File: src/rtl/dmem_arb_pkg.sv
// ============================================================================
// dmem_arb_pkg : shared types for the dual-issue data-memory arbiter
// Rev 1.0 : initial release
// ============================================================================
`default_nettype none

package dmem_arb_pkg;

  localparam int CNT_W      = 16;
  localparam int REQ_ADDR_W = 32;
  // The pending buffer carries store data at this width; DATA_W must not exceed it.
  localparam int REQ_DATA_W = 32;

  typedef enum logic [0:0] {
    IDLE     = 1'b0,
    SERVE_L1 = 1'b1
  } arb_state_t;

  typedef enum logic [1:0] {
    SEL_L0   = 2'd0,
    SEL_L1   = 2'd1,
    SEL_PEND = 2'd2
  } req_sel_t;

  typedef struct packed {
    logic                  we;
    logic [REQ_ADDR_W-1:0] addr;
    logic [REQ_DATA_W-1:0] wdata;
  } mem_req_t;

endpackage

`default_nettype wire

File: src/rtl/dmem_req_mux.sv
// ============================================================================
// dmem_req_mux : picks the memory-port driver (lane0, lane1 or pending buffer)
// Rev 1.0 : initial release
// ============================================================================
`default_nettype none

module dmem_req_mux
  import dmem_arb_pkg::*;
(
  input  req_sel_t sel,
  input  mem_req_t lane0,
  input  mem_req_t lane1,
  input  mem_req_t pend,
  output mem_req_t req_out
);

  always_comb begin
    req_out = lane0;
    case (sel)
      SEL_L1:   req_out = lane1;
      SEL_PEND: req_out = pend;
      default:  req_out = lane0;
    endcase
  end

endmodule

`default_nettype wire

File: src/rtl/dmem_dual_issue_arbiter.sv
// ============================================================================
// dmem_dual_issue_arbiter : serializes same-bundle lane0/lane1 dmem accesses
// Optional conflict counter built when DMEM_ARB_STATS_EN is defined.
// Rev 1.0 : initial release
// ============================================================================
`default_nettype none

module dmem_dual_issue_arbiter
  import dmem_arb_pkg::*;
#(
  parameter int DATA_W = 32,
  parameter int ADDR_W = 8
) (
  input  logic              clk,
  input  logic              reset_n,
  input  logic              l0_req,
  input  logic              l1_req,
  input  logic              l0_we,
  input  logic              l1_we,
  input  logic [31:0]       l0_addr,
  input  logic [31:0]       l1_addr,
  input  logic [DATA_W-1:0] l0_wdata,
  input  logic [DATA_W-1:0] l1_wdata,
  input  logic              flush,
  output logic              mem_en,
  output logic              mem_we,
  output logic [ADDR_W-1:0] mem_addr,
  output logic [DATA_W-1:0] mem_wdata,
  input  logic [DATA_W-1:0] mem_rdata,
  output logic [DATA_W-1:0] l0_rdata,
  output logic [DATA_W-1:0] l1_rdata,
  output logic              stall,
  output logic [CNT_W-1:0]  conflict_cnt
);

  arb_state_t        r_state;
  arb_state_t        w_state_nxt;
  mem_req_t          r_pend;
  logic [DATA_W-1:0] r_l0_hold;
  mem_req_t          w_l0;
  mem_req_t          w_l1;
  mem_req_t          w_port;
  req_sel_t          w_sel;
  logic              w_conflict;
  logic              w_enter_serve;
  logic              w_port_en;
  logic              w_stall;
  logic              w_unused;

  assign w_l0 = '{we: l0_we, addr: l0_addr, wdata: REQ_DATA_W'(l0_wdata)};
  assign w_l1 = '{we: l1_we, addr: l1_addr, wdata: REQ_DATA_W'(l1_wdata)};

  assign w_conflict    = l0_req & l1_req;
  assign w_enter_serve = (r_state == IDLE) & w_conflict;

  always_comb begin
    w_state_nxt = r_state;
    w_sel       = SEL_L0;
    w_port_en   = 1'b0;
    w_stall     = 1'b0;
    l0_rdata    = mem_rdata;
    l1_rdata    = mem_rdata;
    case (r_state)
      IDLE: begin
        w_port_en = l0_req | l1_req;
        if (!l0_req && l1_req)
          w_sel = SEL_L1;
        if (w_conflict) begin
          w_stall     = 1'b1;
          w_state_nxt = SERVE_L1;
        end
      end
      SERVE_L1: begin
        // Live lane inputs are ignored; flush squashes the younger access.
        w_sel       = SEL_PEND;
        w_port_en   = ~flush;
        l0_rdata    = r_l0_hold;
        w_state_nxt = IDLE;
      end
      default: w_state_nxt = IDLE;
    endcase
  end

  dmem_req_mux u_req_mux (
    .sel     (w_sel),
    .lane0   (w_l0),
    .lane1   (w_l1),
    .pend    (r_pend),
    .req_out (w_port)
  );

  // Reset state is IDLE, but lane requests could still be live: keep the port quiet.
  assign mem_en    = w_port_en & reset_n;
  assign mem_we    = mem_en & w_port.we;
  assign mem_addr  = w_port.addr[ADDR_W+1:2];
  assign mem_wdata = DATA_W'(w_port.wdata);
  assign stall     = w_stall & reset_n;

  assign w_unused = &{1'b0, w_port.addr[REQ_ADDR_W-1:ADDR_W+2], w_port.addr[1:0]};

  always_ff @(posedge clk or negedge reset_n) begin
    if (!reset_n) begin
      r_state   <= IDLE;
      r_pend    <= '0;
      r_l0_hold <= '0;
    end else begin
      r_state <= w_state_nxt;
      if (w_enter_serve) begin
        r_pend    <= w_l1;
        r_l0_hold <= mem_rdata;
      end
    end
  end

`ifdef DMEM_ARB_STATS_EN
  logic [CNT_W-1:0] r_conflict_cnt;

  always_ff @(posedge clk or negedge reset_n) begin
    if (!reset_n)
      r_conflict_cnt <= '0;
    else if (w_enter_serve && (r_conflict_cnt != {CNT_W{1'b1}}))
      r_conflict_cnt <= r_conflict_cnt + CNT_W'(1);
  end

  assign conflict_cnt = r_conflict_cnt;
`else
  assign conflict_cnt = '0;
`endif

endmodule

`default_nettype wire

File: config.mk
export PLATFORM = sky130hd
export DESIGN_NAME = dmem_dual_issue_arbiter
export DESIGN_NICKNAME = d
export VERILOG_FILES = /design/src/rtl/dmem_arb_pkg.sv /design/src/rtl/dmem_req_mux.sv /design/src/rtl/dmem_dual_issue_arbiter.sv
export SDC_FILE = /design/constraint.sdc
export NUM_CORES = 1
export LEC_CHECK = 0
export CAP_MARGIN = 40
export CORE_MARGIN = 2
export CORE_UTILIZATION = 45
export CTS_CLUSTER_SIZE = 25
export DETAILED_ROUTE_END_ITERATION = 8
export PLACE_DENSITY = 0.87
export SYNTH_ARGS = -nofsm -noshare
export SYNTH_HDL_FRONTEND = slang
export SYNTH_HIERARCHICAL = 1
export SYNTH_SLANG_ARGS = --single-unit
export TNS_END_PERCENT = 50
File: constraint.sdc
create_clock -name clk -period 7.2 [get_ports clk]
set_clock_uncertainty 0.05 [all_clocks]
set_input_delay 1.08 -clock clk [delete_from_list [all_inputs] [get_ports clk]]
set_output_delay 1.08 -clock clk [all_outputs]
set_load 0.05 [all_outputs]
==> flow_summary.toml <==
[floorplan]
die_height_um = 105.5
fp.dieArea_um2 = 11140
placeableCoreArea_um2 = 10180
chipWidth_um = 105.5
placementRows = 37
initial_utilization = 0.4554
floorplan.io_pins = 290

[detailed_routing]
initialDrtViolationCount = 165
vias_post_dr = 3539
route.antenna.remaining_nets = 0
routed_via_density = 4.964
remaining_drc_errors = 0
first_pass_iteration_count_of_the_detailed_router = 4
route.final.wire_length_um = 11320
wire_per_inst_um = 15.88

[critical_path]
cp_slowest_stage_delay_ps = 850
cp.required_ps = 6070
reg2reg_setup_slack_ps = 4700
critical_path_startpoint_category = "input pin"
worst-setup-path-type = "in2out"
cp_max_fo = 47
worstRegToRegCells = 5
path_buf_inv = 4
critical-path-top-delay-family = "buffers and inverters"
rr_startpoint = "r_state"
crit_path_frequent_cell = "sky130_fd_sc_hd__clkdlybuf4s50_1"
critPathArrivalTime_ps = 4310
critical_path.reg2reg.endpoint = "r_pend[2]"
crit_chain = "clkdlybuf4s50_1 > nor3b_1 > inv_1 > ha_2 > buf_4 > nand2_1 > o21ai_1 > clkdlybuf4s50_1"
worstSetupEndpointType = "output pin"
slowest_stage = "sky130_fd_sc_hd__ha_2"

[global_route]
first_global_vias = 3597
grtUsageTotal = 0.2002
overall_overflow_remaining_after_global_route = 0
global_route_wire_length_before_repair_um = 17840
antenna_found_initial = 0
maximum_number_of_pins_on_one_net_before_global_route_repair = 48

[power]
power.share.clock = 0.244
netSwitchingPower_uw = 529.6
share_comb_of_total_power = 0.400
power.total_uw = 1491
peak_vdd_ir_v = 0.0001417
internal_power_uw = 960.9
seqPwrFrac = 0.356
powerDensity_nw_per_um2 = 220.3
p_leak_uw = 0.002695
switching_share = 0.3553

[timing]
report.final.setup_viol = 0
rsz0062_at_grt = "no"
achievable-frequency_ghz = 0.1838
final_period_minus_worst_setup_slack_ps = 5441
post-route-period-util = 0.7556
timing.final.max_slew_violations = 0
max_slew.worst_pin.slew_ps = 788.7
final.setup.tns_ps = 0
finalHoldViolCount = 0
relSlewSlack = 0.4742

[clocking]
cts_setup_buffers = 0
source_to_sink_clock_delay_at_the_later_pin_of_the_worst_skew_pair_ps = 320
cts-root-buf = "sky130_fd_sc_hd__clkbuf_8"
tritoncts.num_buffers = 9
clk_pin_slew_worst_paths_ps = 70
h-tree-depth = 3
number_of_gates_given_a_new_drive_strength_after_cts = 0
cts_tree = "yes"
cts_max_path_buffers = 2
cts.sinks = 74
cts-hold-fix-buffers = 0

[placed_design]
dp_hpwl_um = 8424
port-buffer-count = 225
gpl.final_weighted_congestion = 0.7866
post_dp_cell_area_um2 = 6536
post-place-cells = 697

[job]
max-cap-violations = 0

[cells_and_area]
postLayoutCellArea_um2 = 6765
drive_gt1_frac = 0.2756
num-nets-final = 741
layout.filler_cells = 798
final_util = 0.6643
number_of_diodes_added_for_antenna_fixing = 0
final_cells = 713
syn_to_final_growth_pct = 45.86

[logic_synthesis]
mean_cell_area_of_the_mapped_netlist_um2 = 11.62
synth.yosys.warnings = 6
synth_cells = 399
syn_area_um2 = 4638

[min_path]
hold_path_end = "r_l0_hold[12]"
timing.hold.worst.start = "r_l0_hold[12]"
min_path_type = "reg2reg"
hold_depth = 1

[outcome]
run_status = "finished clean"
worst max path at each step:
stage | startpoint | endpoint | slack, ps | cells after the start
floorplan | l0_req | mem_addr[0] | 3330 | 6
detailed placement | l1_req | mem_wdata[11] | 1760 | 8
finish | l1_req | mem_wdata[24] | 1760 | 8
global placement | l1_req | mem_wdata[0] | 1850 | 8
global route | l1_req | mem_wdata[1] | 1560 | 8
CTS | l1_req | mem_wdata[11] | 1750 | 8
power by group through the flow:
| stage | logic [uW] | registers, uW | clock network, uW |
|---|---|---|---|
| global route | 627 | 538 | 398 |
| finish | 596 | 530 | 364 |
| CTS | 601 | 530 | 374 |
| floorplan | 428 | 525 | 0 |
| detailed placement | 599 | 537 | 0 |
| global placement | 590 | 531 | 0 |
state kept, by name (all words and copies together), names as in the netlist:
| signal | count |
|---|---|
| r_pend | 41 |
| r_state | 1 |
| r_l0_hold | 32 |
per-stage QoR:
| stage | setup slack (ps) | hold slack, ps |
|---|---|---|
| floorplan | 3333 | 423.6 |
| finish | 1759 | 456.2 |
| CTS | 1751 | 457.2 |
| global placement | 1849 | 431.7 |
| detailed placement | 1757 | 440.0 |
| global route | 1558 | 469.1 |
cells in the final DEF (no fill, tap or decap):
| master | instances |
|---|---|
| sky130_fd_sc_hd__a22oi_1 | 13 |
| sky130_fd_sc_hd__a22oi_2 | 28 |
| sky130_fd_sc_hd__and2_1 | 1 |
| sky130_fd_sc_hd__and3b_1 | 1 |
| sky130_fd_sc_hd__and4b_1 | 1 |
| sky130_fd_sc_hd__buf_4 | 7 |
| sky130_fd_sc_hd__bufinv_16 | 2 |
| sky130_fd_sc_hd__clkbuf_1 | 1 |
| sky130_fd_sc_hd__clkbuf_8 | 11 |
| sky130_fd_sc_hd__clkdlybuf4s50_1 | 224 |
| sky130_fd_sc_hd__clkinv_2 | 1 |
| sky130_fd_sc_hd__clkinv_4 | 1 |
| sky130_fd_sc_hd__conb_1 | 16 |
| sky130_fd_sc_hd__dfrtp_1 | 74 |
| sky130_fd_sc_hd__ha_2 | 2 |
| sky130_fd_sc_hd__inv_1 | 2 |
| sky130_fd_sc_hd__inv_2 | 1 |
| sky130_fd_sc_hd__mux2_2 | 87 |
| sky130_fd_sc_hd__mux2_4 | 18 |
| sky130_fd_sc_hd__nand2_1 | 42 |
| sky130_fd_sc_hd__nand3b_4 | 1 |
| sky130_fd_sc_hd__nor3_1 | 1 |
| sky130_fd_sc_hd__nor3b_1 | 1 |
| sky130_fd_sc_hd__o21ai_1 | 41 |
area by class of cell:
class                      count  area [um2]  share of cell area
clock inverter                 4       73.82             0.01091
sequential                    74        1852              0.2737
timing repair buffer         231        2295              0.3392
tap                          136       170.2             0.02515
clock buffer                  12       155.1             0.02293
inverter                       3       11.26            0.001665
multi-input combinational    253        2208              0.3264
routing by layer:
metal / vias up / part of all wire / track usage
li1: 1692 / - / -
met3: 7 / 0.050 / 0.03772
met4: 0 / 0.0072 / 0.05075
met5: - / 0 / 0
met2: 131 / 0.53 / 0.3654
met1: 1709 / 0.41 / 0.2419
Note: power is estimated with default switching activity, not from simulation.
